$ cat src/rtl/ps2_kbd_ctrl.sv
// ps2_kbd_ctrl: pops PS/2 Set-2 scan codes from a FIFO, tracks the held key, counts presses and drives four 7-seg digits
module ps2_kbd_ctrl #(
    parameter int COUNT_W        = 8,
    parameter bit SEG_ACTIVE_LOW = 1
) (
    input  logic               clk,
    input  logic               rst,
    input  logic               fifo_empty,
    input  logic [7:0]         fifo_rd_data,
    output logic               fifo_rd_en,
    output logic [7:0]         key_code,
    output logic               key_ext,
    output logic               key_held,
    output logic               press_pulse,
    output logic               rel_pulse,
    output logic [COUNT_W-1:0] press_count,
    output logic [7:0]         seg0,
    output logic [7:0]         seg1,
    output logic [7:0]         seg2,
    output logic [7:0]         seg3
);
    typedef enum logic [1:0] {IDLE, READ, DECODE} state_t;
    localparam logic [6:0] GLYPH [16] = '{
        7'h3F, 7'h06, 7'h5B, 7'h4F, 7'h66, 7'h6D, 7'h7D, 7'h07,
        7'h7F, 7'h6F, 7'h77, 7'h7C, 7'h39, 7'h5E, 7'h79, 7'h71
    };
    localparam logic [7:0] BLANK = SEG_ACTIVE_LOW ? 8'hFF : 8'h00;
    state_t             state_q, state_d;
    logic               ext_q, ext_d, brk_q, brk_d;
    logic [7:0]         key_code_q, key_code_d;
    logic               key_ext_q, key_ext_d, key_held_q, key_held_d;
    logic               press_q, press_d, rel_q, rel_d;
    logic [COUNT_W-1:0] count_q, count_d;
    logic               same_key;
    logic [7:0]         cnt8;
    assign same_key = key_held_q && fifo_rd_data == key_code_q && ext_q == key_ext_q;
    // next-state: sequence IDLE/READ/DECODE and apply the Set-2 prefix/make/break rules in DECODE
    always_comb begin
        state_d    = state_q;
        ext_d      = ext_q;
        brk_d      = brk_q;
        key_code_d = key_code_q;
        key_ext_d  = key_ext_q;
        key_held_d = key_held_q;
        count_d    = count_q;
        press_d    = 1'b0;
        rel_d      = 1'b0;
        unique case (state_q)
            IDLE:    state_d = fifo_empty ? IDLE : READ;
            READ:    state_d = DECODE;
            DECODE: begin
                state_d = IDLE;
                if (fifo_rd_data == 8'hE0) ext_d = 1'b1;
                else if (fifo_rd_data == 8'hF0) brk_d = 1'b1;
                else begin
                    ext_d = 1'b0;
                    brk_d = 1'b0;
                    if (!brk_q && !same_key) begin
                        key_code_d = fifo_rd_data;
                        key_ext_d  = ext_q;
                        key_held_d = 1'b1;
                        count_d    = count_q + COUNT_W'(1);
                        press_d    = 1'b1;
                    end else if (brk_q && same_key) begin
                        key_code_d = 8'h00;
                        key_ext_d  = 1'b0;
                        key_held_d = 1'b0;
                        rel_d      = 1'b1;
                    end
                end
            end
            default: state_d = IDLE;
        endcase
    end
    // state register, asynchronously cleared; a reset mid-read simply drops the pending byte
    always_ff @(posedge clk or posedge rst) begin
        if (rst) begin
            state_q    <= IDLE;
            ext_q      <= 1'b0;
            brk_q      <= 1'b0;
            key_code_q <= 8'h00;
            key_ext_q  <= 1'b0;
            key_held_q <= 1'b0;
            press_q    <= 1'b0;
            rel_q      <= 1'b0;
            count_q    <= '0;
        end else begin
            state_q    <= state_d;
            ext_q      <= ext_d;
            brk_q      <= brk_d;
            key_code_q <= key_code_d;
            key_ext_q  <= key_ext_d;
            key_held_q <= key_held_d;
            press_q    <= press_d;
            rel_q      <= rel_d;
            count_q    <= count_d;
        end
    end
    assign cnt8        = 8'(count_q);
    assign fifo_rd_en  = state_q == READ;
    assign key_code    = key_code_q;
    assign key_ext     = key_ext_q;
    assign key_held    = key_held_q;
    assign press_pulse = press_q;
    assign rel_pulse   = rel_q;
    assign press_count = count_q;
    // glyph lookup with polarity; key digits blank while no key is held
    always_comb begin
        seg0 = !key_held_q ? BLANK : SEG_ACTIVE_LOW ? ~{1'b0, GLYPH[key_code_q[3:0]]} : {1'b0, GLYPH[key_code_q[3:0]]};
        seg1 = !key_held_q ? BLANK : SEG_ACTIVE_LOW ? ~{1'b0, GLYPH[key_code_q[7:4]]} : {1'b0, GLYPH[key_code_q[7:4]]};
        seg2 = SEG_ACTIVE_LOW ? ~{1'b0, GLYPH[cnt8[3:0]]} : {1'b0, GLYPH[cnt8[3:0]]};
        seg3 = SEG_ACTIVE_LOW ? ~{1'b0, GLYPH[cnt8[7:4]]} : {1'b0, GLYPH[cnt8[7:4]]};
    end
endmodule
$ cat config.mk
export PLATFORM = sky130hd
export DESIGN_NAME = ps2_kbd_ctrl
export DESIGN_NICKNAME = d
export VERILOG_FILES = /design/src/rtl/ps2_kbd_ctrl.sv
export SDC_FILE = /design/constraint.sdc
export NUM_CORES = 1
export LEC_CHECK = 0
export CAP_MARGIN = 20
export CORE_ASPECT_RATIO = 0.9
export CORE_MARGIN = 1
export CORE_UTILIZATION = 51
export CTS_CLUSTER_DIAMETER = 30
export DETAILED_ROUTE_END_ITERATION = 12
export GPL_TIMING_DRIVEN = 0
export PLACE_DENSITY_LB_ADDON = 0.3
export REMOVE_ABC_BUFFERS = 1
export SYNTH_ARGS = -nofsm -noshare
export SYNTH_HDL_FRONTEND = slang
export SYNTH_SLANG_ARGS = --single-unit
$ cat constraint.sdc
create_clock -name clk -period 5.65 [get_ports clk]
set_input_delay 0.8475 -clock clk [delete_from_list [all_inputs] [get_ports clk]]
set_output_delay 0.8475 -clock clk [all_outputs]
set_load 0.01 [all_outputs]
Yosys cells after proc, flatten, opt, wreduce, memory -nomap -nowiden
Memory sizes are Yosys's and may differ from the RTL's.
Index checks and enable logic that the tools add are counted.
- register bits after elaboration: 24
- memory bits (read-only): 448
- bits of input ports: 11
- output and inout bits: 53
- logic and storage cells: 76
- memories kept: 4
- add/subtract/negate cells: 1
- magnitude comparators: 4
- equality and inequality tests: 7
- muxes and demuxes: 29
- bitwise operators: 10
- reductions and logical operators: 12
- memory list (memory ; depth ; bits a word ; rd ports ; clocked after Yosys merged registers in ; wr ports ; RTL line ; source):
    (no name shown) ; 16 ; 7 ; 1 ; 0 ; 0 ; 112 ; seg3 = SEG_ACTIVE_LOW ? ~{1'b0, GLYPH[cnt8[7:4]]} : {1'b0, GLYPH[cnt8[7:4]]};
    (no name shown) ; 16 ; 7 ; 1 ; 0 ; 0 ; 111 ; seg2 = SEG_ACTIVE_LOW ? ~{1'b0, GLYPH[cnt8[3:0]]} : {1'b0, GLYPH[cnt8[3:0]]};
    (no name shown) ; 16 ; 7 ; 1 ; 0 ; 0 ; 110 ; seg1 = !key_held_q ? BLANK : SEG_ACTIVE_LOW ? ~{1'b0, GLYPH[key_code_q[7:4]]} : {1'b0, GLYPH[key_code_q[7:4]]} ...
    (no name shown) ; 16 ; 7 ; 1 ; 0 ; 0 ; 109 ; seg0 = !key_held_q ? BLANK : SEG_ACTIVE_LOW ? ~{1'b0, GLYPH[key_code_q[3:0]]} : {1'b0, GLYPH[key_code_q[3:0]]} ...
- operators with widths (operator ; number):
    7-bit two-way mux ; 8
    8-bit two-way mux ; 4
    7-bit inverter with 8-bit output ; 4
    5-bit greater-or-equal comparator, second input constant ; 4
    4-bit inverter with 5-bit output ; 4
    8-bit equality test, second input constant ; 2
    1-bit two-way mux ; 16
    8-bit by 1-bit adder with 8-bit output, second input constant ; 1
    8-bit equality test ; 1
    4-bit AND reduction ; 2
    1-bit logical AND ; 4
    2-bit one-hot mux with 2 select lines ; 1
    2-bit AND reduction ; 2
    2-bit by 1-bit equality test with 1-bit output, second input constant ; 1
    2-bit equality test, second input constant ; 1
    1-bit zero test ; 2
    2-bit zero test ; 1
    2-bit inequality test, second input constant ; 1
    1-bit inverter ; 2
    2-bit nonzero test ; 1
    1-bit equality test ; 1

Depth between registers and ports, before layout
- depth after elaboration: 9
- gate-level depth with buffers: 9
- depth with buffers taken out: 8

Least setup slack after synthesis
Ideal clock, no wire load.
- path type: input to register
- start: in fifo_rd_data[4]
- end: reg key_held_q (netlist: key_held)
- library setup time: 0.125 ns
- data arrival time: 2.361 ns
- data required time: 5.525 ns
- path slack: 3.164 ns
- cell stages on the path: 6
- buffers on the path: 0
- cell sequence: xnor2_1 > nand4_1 > or3_1 > ha_1 > a211o_4 > mux2_4
- cells in the longest elaborated chain, start to end: 7
- elaborated cells on any way between the ends: 13
- classes of those cells: eq/ne (3); mux (1); bitwise (2); reduce/logical (7)
- RTL lines (item ; RTL line ; source):
    start, declared ; 9 ; input logic [7:0] fifo_rd_data,
    8-bit equality test ; 36 ; assign same_key = key_held_q && fifo_rd_data == key_code_q && ext_q == key_ext_q;
    1-bit logical AND (2 in series) ; 36 ;
    1-bit zero test ; 58 ; if (!brk_q && !same_key) begin
    1-bit logical AND ; 58 ;
    2-bit nonzero test (no source line) ; -- ;
    4-bit AND reduction (no source line) ; -- ;
    end signal, assigned ; 93 ; key_held_q <= key_held_d;
    end, declared ; 31 ; logic key_ext_q, key_ext_d, key_held_q, key_held_d;
Parallel ways exist; a longest one is shown, timed or not.
A chain may end at the register's enable or synchronous reset.

Worst setup path in the final report
- start: reg key_code_q[1] (netlist: key_code[1])
- end: out seg0[0]
- cells in the longest elaborated chain, start to end: 6
- RTL lines (item ; RTL line ; source):
    start, declared ; 30 ; logic [7:0] key_code_q, key_code_d;
    start signal, assigned ; 91 ; key_code_q <= key_code_d;
    4-bit inverter with 5-bit output ; -- ;
    memory 16 x 7 bit ; -- ;
    7-bit two-way mux (not written as such) (2 in series) ; 109 ;
    7-bit inverter with 8-bit output ; 109 ;
    8-bit two-way mux ; 109 ;
    end, declared ; 17 ; output logic [7:0] seg0,
No other way between the ends. The select of a mux whose other input is x is not followed.

==> results.json <==
{
  "status": "finished clean",
  "required_ns": 4.80,
  "fillers": 299,
  "clock-sinks": 24,
  "worst_slack_ns": 2.58,
  "synth_top_area_share_pct": 28.4,
  "synth-seq-cells": 24,
  "maxCapViolations": 0,
  "startpoint": "key_code[1]",
  "grt_use_total_pct": 22.4,
  "cts_setup_buffers": 0,
  "fmax_ghz": 0.325,
  "critPathBufInv": 2,
  "critPathKind": "flip-flop to output port",
  "cp.arrival_ns": 2.23,
  "yosysUniqueCellTypes": 45,
  "area_growth_pct": 30.4,
  "critPathLaunchType": "flip-flop",
  "htreeDepth": 1,
  "hold_ws_ns": 0.501,
  "multi_input_area_sq_mm": 0.00137,
  "grt-ovfl-total": 0,
  "gp_congestion": 0.889,
  "cts_resized": 0,
  "yosysWarnings": 0,
  "first_pass_iters": 4,
  "yosys.area.top_type": "dfrtp_1",
  "vias": 1893,
  "synthTopCellsByArea": "dfrtp_1, ha_1, xnor2_1",
  "grt_max_degree": 25,
  "fin_skew_ns": 0.00679,
  "synth-edff-count": 0,
  "synthFlopType": "dfrtp_1",
  "syn_avg_cell_area_sq_um": 8.45,
  "power_uw": 1400,
  "hpwl_um": 3530,
  "crit_path_end": "seg0[0]",
  "power_density_mw_per_mm2": 508,
  "clock_path_buffers": 2,
  "worstHoldPathType": "flip-flop to flip-flop",
  "r2r-start": "key_code[6]",
  "drc_errors": 0,
  "setup_tns_ns": 0,
  "cts_tree": "built",
  "critical_path.top_delay_family": "buffers and inverters",
  "synthCells": 250,
  "max-vdd-ir-drop_uv": 214,
  "cp.depth": 5,
  "clk_latency_ns": 0.27,
  "drive_gt1_share_pct": 3.68,
  "seq_area_sq_um": 601,
  "wl_per_cell_um": 13.8,
  "leakagePower_uw": 0.00119,
  "setup_violations": 0,
  "clockRootBuffer": "clkbuf_8",
  "syn_area_sq_mm": 0.00211,
  "period_needed_ns": 3.07,
  "crit_path_end_kind": "output port",
  "relSlewSlack_pct": 46.6,
  "place_area_sq_mm": 0.00267,
  "grt_first_pass_wirelength_um": 8100,
  "rsz0062_at_grt": "no",
  "slew_violations": 0,
  "synthTopCellsByCount": "nand2_1, dfrtp_1, ha_1, xnor2_1, inv_1",
  "antenna_found_initial": 0,
  "drt_wl_total_um": 4750,
  "vias_per_cell": 5.49,
  "dieArea_sq_mm": 0.00441,
  "drt-initial-drc-count": 148,
  "r2r_setup_slack_ns": 3.13,
  "hold_buffers": 0,
  "core_area_sq_mm": 0.00384,
  "final_antenna_net_count": 0,
  "post-place-ws_ns": 2.45,
  "critPathMaxStageDelay_ns": 0.62,
  "fin_area_sq_mm": 0.00276,
  "start_util_pct": 55.1,
  "io_pins": 64,
  "die_w_um": 69.9,
  "cp_max_fo": 7,
  "nNetsFinal": 334,
  "ys_seq_area_share_pct": 28.4,
  "port-buffer-count": 59,
  "cts-buffers-inserted": 3,
  "cpMaxStageDelayCell": "clkdlybuf4s50_1",
  "async_flop_share_pct": 100,
  "yosysMostFrequentCell": "nand2_1",
  "reg2regPathDepth": 8,
  "r2r_end": "press_count[7]",
  "grt_pass1_vias": 1700,
  "path_cells": "inv_1 > ha_1 > nor2_1 > o311ai_0 > clkdlybuf4s50_1",
  "diodes": 0,
  "fin_crit_sh_pct": 54.4,
  "rows": 21,
  "fp.dieH_um": 63.1,
  "path_clk_slew_ns": 0.08,
  "worst_slew_pin_slew_ns": 0.801,
  "hold_violations": 0
}
## cell type report
class                           count  share of cell area (%)
Clock buffer                        4                    2.00
Inverter                           15                    2.04
Timing Repair Buffer               60                    22.4
Multi-Input combinational cell    196                    49.6
Sequential cell                    24                    21.8
Tap cell                           46                    2.09
## layout by cell type (no fill, tap or decap), types with 2 or more instances in the layout
| cell | netlist | routed |
|---|---|---|
| clkdlybuf4s50_1 | 0 | 59 |
| nand2_1 | 36 | 36 |
| dfrtp_1 | 24 | 24 |
| ha_1 | 23 | 23 |
| xnor2_1 | 16 | 16 |
| inv_1 | 15 | 15 |
| o21ai_0 | 13 | 13 |
| nor2_1 | 11 | 11 |
| nor2b_1 | 11 | 11 |
| a21oi_1 | 10 | 10 |
| nand2b_1 | 8 | 8 |
| nand3_1 | 6 | 6 |
| o211ai_1 | 6 | 6 |
| nand4_1 | 5 | 5 |
| a31oi_1 | 5 | 5 |
| and2_1 | 4 | 4 |
| o311ai_0 | 4 | 4 |
| mux2i_1 | 4 | 4 |
| conb_1 | 1 | 4 |
| clkbuf_8 | 0 | 4 |
| nand3b_1 | 3 | 3 |
| and3_1 | 2 | 2 |
| o21a_1 | 2 | 2 |
| nor3_1 | 2 | 2 |
| a22o_1 | 2 | 2 |
| o31ai_1 | 2 | 2 |
## worst reg2reg max path: stages, from the launching register on
cell	delay, ns
dfrtp_1	0.68
xnor2_1	0.18
nand4_1	0.10
or3_1	0.38
ha_1	0.38
and2_1	0.26
and3_1	0.22
nand4_1	0.11
xnor2_1	0.07
## through the flow
stage / util [%] / instances
after floorplan: - / 235
after global placement: 69.7 / 340
after detailed placement: 69.7 / 340
after CTS: 71.1 / 344
after global routing: 71.8 / 345
final: 71.8 / 345
## how the worst min path moves through the flow
stage / start / endpoint / slack, ns / cells past startpoint
global route: state_q[0] / state_q[0] / 0.51 / 1
CTS: state_q[0] / state_q[0] / 0.49 / 1
floorplan: state_q[0] / state_q[0] / 0.43 / 1
global placement: state_q[0] / state_q[0] / 0.45 / 1
detailed placement: state_q[0] / state_q[0] / 0.47 / 1
finish: state_q[0] / state_q[0] / 0.50 / 1
## where the power goes
part           leakage, uW  internal, uW  switching, uW
clock network    0.0000288          62.2           53.5
logic             0.000854           523            397
registers         0.000309           223            140
## cell families after synthesis
group / after synthesis / synth area share [%]
AOI/OAI and AO/OA: 53 / 16.8
xor gates and xnor gates: 16 / 6.63
adders and majority gates: 23 / 13.6
buffers and inverters: 33 / 7.40
DFF: 24 / 28.4
muxes: 7 / 4.20
other: 1 / 0.177
and+or+nand+nor: 93 / 22.8
## routing by layer
metal	vias up	wire length, um	global-route usage, %
li1	948	-	-
met1	897	2310	31.6
met2	48	2270	37.1
met3	0	169	3.84
met4	0	0	2.75
met5	-	0	0
Note: power is estimated with default switching activity, not from simulation.
==> edit 1, RTL diff (config.mk and constraints unchanged) <==
The 3 states of `state_t` get a one-hot encoding in 3 bits.
--- a/src/rtl/ps2_kbd_ctrl.sv
+++ b/src/rtl/ps2_kbd_ctrl.sv
@@ -19,7 +19,7 @@
     output logic [7:0]         seg2,
     output logic [7:0]         seg3
 );
-    typedef enum logic [1:0] {IDLE, READ, DECODE} state_t;
+    typedef enum logic [2:0] {IDLE = 3'b001, READ = 3'b010, DECODE = 3'b100} state_t;
     localparam logic [6:0] GLYPH [16] = '{
         7'h3F, 7'h06, 7'h5B, 7'h4F, 7'h66, 7'h6D, 7'h7D, 7'h07,
         7'h7F, 7'h6F, 7'h77, 7'h7C, 7'h39, 7'h5E, 7'h79, 7'h71
Formal check against the unedited RTL: same outputs for any inputs over 10 cycles, from zero or initial values and one cycle with rst high; not proved beyond that.
==> edit 1 against the original RTL <==
- critical path depth increased by 3
- routed wire length shrank 7.1%
- sequential cell count rose by 1
- final area decreased by 0.59%
- worst setup slack got worse by 0.22 ns
- register-to-register slack got worse by 0.31 ns
- area after synthesis rose by 0.59%
- sequential power about the same
- cell count is 0.29% higher
- highest routed layer is now met4
- via count rose by 0.58%
- synthesized cell count grew 1.2%
- first-iteration DRC count is 54% lower
- power is 13% lower
- clock power is 9% lower
==> edit 1: results (changes against the original RTL) <==
Clock network
  • Worst-Skew Late Latency: 0.27 ns (about the same)
  • PostCTS Resize Cnt: 0 (unchanged)
  • H-tree levels: 1 (unchanged)
  • Clock Tree Buf Depth: 2 (unchanged)
  • Postcts setup bufs: 0 (unchanged)
  • Clock transition at path regs: 0.09 ns
  • CTS buffer count: 3 (unchanged)

Outcome
  • Status: completed

Timing
  • Clock Skews: 0.00127 ns (-0.00552 ns)
  • Slew @ Worst Pin: 0.918 ns (+0.117 ns)
  • Min Hold Slack: 0.502 ns (+0.000567 ns)
  • Final setup violating endpoints: 0 (unchanged)

Global route
  • Pin count of the biggest net entering global routing: 26 (+4.0%)
  • Initial antenna violation count: 0 (unchanged)
  • Gr usage total: 0.212 (-0.0123)
  • Vias in the first global route: 1800 (+5.9%)
  • First-pass GRT wire length: 7.92 mm (-2.2%)

Worst setup path
  • Arrival time worst endpoint: 3.45 ns (+1.22 ns)
  • Max FO, Critical Path: 15 (+8)
  • Worst R2R Setup Slack: 2.82 ns (-0.31 ns)

Detailed routing
  • First-pass DRT Iterations: 4 (unchanged)
  • Routed wire per std cell: 12.7 µm (-7.3%)
  • Vias: 1904 (+0.58%)
  • DR iter-0 viols: 68 (-54%)

Cells and area
  • Nets: 335 (+0.30%)
  • Layout cells sized above 1: 0.0400 (+0.00321)
  • ANT cells: 0 (unchanged)
  • Fillers: 325 (+8.7%)

Synthesis
  • Area contributors post-synth: dfrtp_1, ha_1, xnor2_1
  • Top cells by count, synth: nand2_1, dfrtp_1, ha_1
  • Synth async-reset ratio: 1.00 (unchanged)
  • Synth cell types: 46 (+2.2%)
  • Register area share after synthesis: 0.295 (+0.0107)

Placed design
  • Final GP Congestion: 0.827 (-7.0%)
  • Post-place instance area: 0.00269 mm² (+0.66%)
  • # port buffers: 59 (unchanged)
  • Post-DP HPWL: 3.33 mm (-5.7%)

Hold path
  • Hold Path Class: reg2reg

Power and ir drop
  • LEAKAGE: 1.16 nW (-2.9%)
  • Pint: 0.708 mW (-12%)
  • VDD IR max: 0.000291 V (+36%)
edit 1: changes by cell type in the layout (fill, tap and decap cells not counted), moves of 2 or more:
| cell | before | now |
|---|---|---|
| nand2b_1 | 8 | 6 |
| nor3b_1 | 1 | 3 |
| nor2_1 | 11 | 13 |
| and2_1 | 4 | 2 |
| o21ai_0 | 13 | 16 |
edit 1: power groups by stage:
| stage | registers [mW] | clock network (mW) | logic (mW) |
|---|---|---|---|
| floorplan | 0.356 | 0 | 0.378 |
| global placement | 0.365 | 0 | 0.734 |
| detailed placement | 0.368 | 0 | 0.748 |
| CTS | 0.364 | 0.108 | 0.751 |
| global route | 0.383 | 0.117 | 0.824 |
| finish | 0.364 | 0.106 | 0.747 |
edit 1: cell type report:
class	instances	share of cell area
Inverter	16	0.0219
Timing Repair Buffer	59	0.216
Clock inverter	1	0.00274
Sequential cell	25	0.229
Multi-Input combinational cell	196	0.495
Clock buffer	3	0.0151
Tap cell	46	0.0210
edit 1: final timing paths:
| path | end | cells after the start | from |
|---|---|---|---|
| max | key_held$_DFFE_PP0P_ | 8 | fifo_rd_data[4] |
| min | state_q[1]$_DFF_PP0_ | 1 | state_q[2]$_DFF_PP0_ |
| max reg2reg | key_held$_DFFE_PP0P_ | 7 | key_code[3]$_DFFE_PP0P_ |
| min reg2reg | state_q[1]$_DFF_PP0_ | 1 | state_q[2]$_DFF_PP0_ |
| max in group asynchronous | key_code[0]$_DFFE_PP0P_ | 2 | rst |
| min in group asynchronous | press_count[0]$_DFFE_PP0P_ | 2 | rst |
edit 1: cells by family after synthesis:
kind of cell	synth area share
other cells	0.00176
mux	0.0447
xor+xnor	0.0659
fa+ha+maj	0.135
compound gates	0.164
flops	0.295
buf+inv	0.0730
simple gates	0.220
edit 1: metal layers:
metal,share of wire,track usage,vias up
met5,0,0,-
met4,0.013,0.0500,0
met3,0.040,0.0208,6
met2,0.47,0.369,53
met1,0.47,0.284,888
li1,-,-,957
edit 1: critical path: stages:
cell	delay, ns
clkdlybuf4s50_1	0.56
xnor2_1	0.14
nand4_1	0.10
or3_1	0.40
ha_1	0.30
nor4b_2	0.46
o21ai_2	0.30
mux2_2	0.34
edit 1: through the flow:
step | utilization | setup WS (ns) | std cells
3_3_place_gp | 0.696 | 2.11 | 342
5_1_grt | 0.709 | 2.23 | 346
2_1_floorplan | - | 2.89 | 237
3_5_place_dp | 0.696 | 2.09 | 342
4_1_cts | 0.709 | 2.38 | 346
6_report | 0.709 | 2.36 | 346
==> edit 2, RTL diff (same flow settings) <==
Made on the original files. `COUNT_W`: 8 -> 10.
--- a/src/rtl/ps2_kbd_ctrl.sv
+++ b/src/rtl/ps2_kbd_ctrl.sv
@@ -1,6 +1,6 @@
 // ps2_kbd_ctrl: pops PS/2 Set-2 scan codes from a FIFO, tracks the held key, counts presses and drives four 7-seg digits
 module ps2_kbd_ctrl #(
-    parameter int COUNT_W        = 8,
+    parameter int COUNT_W        = 10,
     parameter bit SEG_ACTIVE_LOW = 1
 ) (
     input  logic               clk,
Interface: changed (resized press_count); port bits go from 64 to 66. No check against the original RTL was run, so the function may have changed too.
==> edit 2 against the original RTL <==
- power decreased by 1.9%
- die area increased by 4.6%
- final area increased by 3.8%
- largest cell class unchanged
- worst setup slack improved by 0.025 ns
- cell count increased by 3.8%
- area after synthesis increased by 4.7%
- sequential cell count increased by 2
- routed wire length decreased by 4.2%
- highest routed layer is now met4
- largest power group unchanged
- clock skew decreased by 0.0053 ns
==> edit 2: results (changes against the original RTL) <==
Placed design
  • Pre-CTS setup slack: 2.41 ns (-0.0455 ns)
  • Post-place instance area: 0.00279 mm² (+4.4%)
  • Final GP Congestion: 0.823 (-7.5%)
  • # port buffers: 61 (+3.4%)
  • Placed Instances: 354 (+4.1%)
  • Post-DP HPWL: 3.44 mm (-2.6%)

Clock network
  • Clock Tree Buf Depth: 2 (unchanged)
  • CTS buffer count: 3 (unchanged)
  • Worst-Skew Late Latency: 0.26 ns
  • H-tree levels: 1 (unchanged)
  • Postcts setup bufs: 0 (unchanged)
  • PostCTS Resize Cnt: 0 (unchanged)
  • Clock transition at path regs: 0.08 ns (about the same)
  • Clock root cell: clkbuf_8

Cells and area
  • ANT cells: 0 (unchanged)
  • Nets: 345 (+3.3%)
  • Max FFs per register: 10
  • Layout cells sized above 1: 0.0516 (+0.0148)

Worst setup path
  • CP max stage delay: 0.52 ns (-0.10 ns)
  • CP max stage cell: dfrtp_1
  • CP top delay family: buffers and inverters
  • Arrival time worst endpoint: 2.20 ns (-0.03 ns)
  • Max FO, Critical Path: 9 (+2)
  • Critical Path Source: press_count[5]$_DFFE_PP0P_
  • Worst R2R Start: key_code[6]$_DFFE_PP0P_

Run
  • Maxcap violations: 0 (unchanged)

Synthesis
  • Count leader, synth: nand2_1
  • Top cells by count, synth: nand2_1, dfrtp_1, ha_1
  • Synth async-reset ratio: 1.00 (unchanged)
  • Area contributors post-synth: dfrtp_1, ha_1, nand2_1
  • Synth Instances: 262 (+4.8%)
  • Register area share after synthesis: 0.294 (+0.00976)
  • Synth cell types: 46 (+2.2%)
  • Yosys warning total: 0 (unchanged)

Global route
  • Pin count of the biggest net entering global routing: 27 (+8.0%)
  • First-pass GRT wire length: 7.53 mm (-7.1%)
  • Vias in the first global route: 1705 (+0.29%)
  • Initial antenna violation count: 0 (unchanged)
  • Gr usage total: 0.202 (-0.0222)

Outcome
  • Status: completed

Timing
  • Clock Skews: 0.00153 ns (-0.00526 ns)
  • Max-Slew Margin vs Limit: 0.632 (+0.166)

Detailed routing
  • Vias/cell: 5.41 (-1.5%)
  • Vias: 1935 (+2.2%)
  • First-pass DRT Iterations: 4 (unchanged)
  • Routed wire length: 4.55 mm (-4.2%)
  • DR iter-0 viols: 92 (-38%)

Hold path
  • Hold Path Origin: state_q[0]$_DFF_PP0_
  • Hold Path Class: reg2reg

Power and ir drop
  • LEAKAGE: 1.23 nW (+2.9%)
  • VDD IR max: 0.000266 V (+24%)
==> edit 2: path summary, 6_finish.rpt <==
kind | slack [ns] | end | cells past startpoint
worst max-delay path | 2.60 | seg3[3] | 5
worst min-delay path | 0.47 | state_q[0]$_DFF_PP0_ | 1
worst max register to register | 3.18 | press_count[4]$_DFFE_PP0P_ | 8
worst min register to register | 0.47 | state_q[0]$_DFF_PP0_ | 1
max in group asynchronous | 4.57 | key_code[2]$_DFFE_PP0P_ | 3
min in group asynchronous | 0.94 | press_count[7]$_DFFE_PP0P_ | 3
==> edit 2: kinds of logic after synthesis <==
logic type                 count (synthesis)  share of synthesized area
xor gates and xnor gates                  18                     0.0712
and+or+nand+nor                           96                      0.219
DFF                                       26                      0.294
other                                      1                    0.00169
AOI/OAI and AO/OA                         54                      0.165
muxes                                      9                     0.0503
adders and majority gates                 22                      0.124
buffers and inverters                     36                     0.0746
==> edit 2: power by group <==
part | internal [mW] | switching [mW]
sequential | 0.237 | 0.147
clock | 0.0476 | 0.0511
combinational | 0.508 | 0.381
==> edit 2: area by class of cell <==
| class | instances | area (µm²) |
|---|---|---|
| Clock buffer | 3 | 41.3 |
| Fill cell | 346 | 1270 |
| Inverter | 16 | 60.1 |
| Multi-Input combinational cell | 203 | 1410 |
| Sequential cell | 26 | 651 |
| Tap cell | 48 | 60.1 |
| Timing Repair Buffer | 62 | 638 |
==> edit 2: worst register-to-register path, cell delays in order (launching register included) <==
cell and delay, ns:
dfrtp_1 0.66, xor2_1 0.19, nor4_1 0.08, nand4_1 0.12
ha_1 0.43, nand3b_1 0.19, a21oi_2 0.36, nand4_1 0.17
xnor2_1 0.16
==> edit 2: per-layer routing <==
metal  part of all wire  global-route usage
met5                  0                   0
met2               0.46               0.338
met3              0.035              0.0342
met1               0.50               0.272
met4             0.0090              0.0500
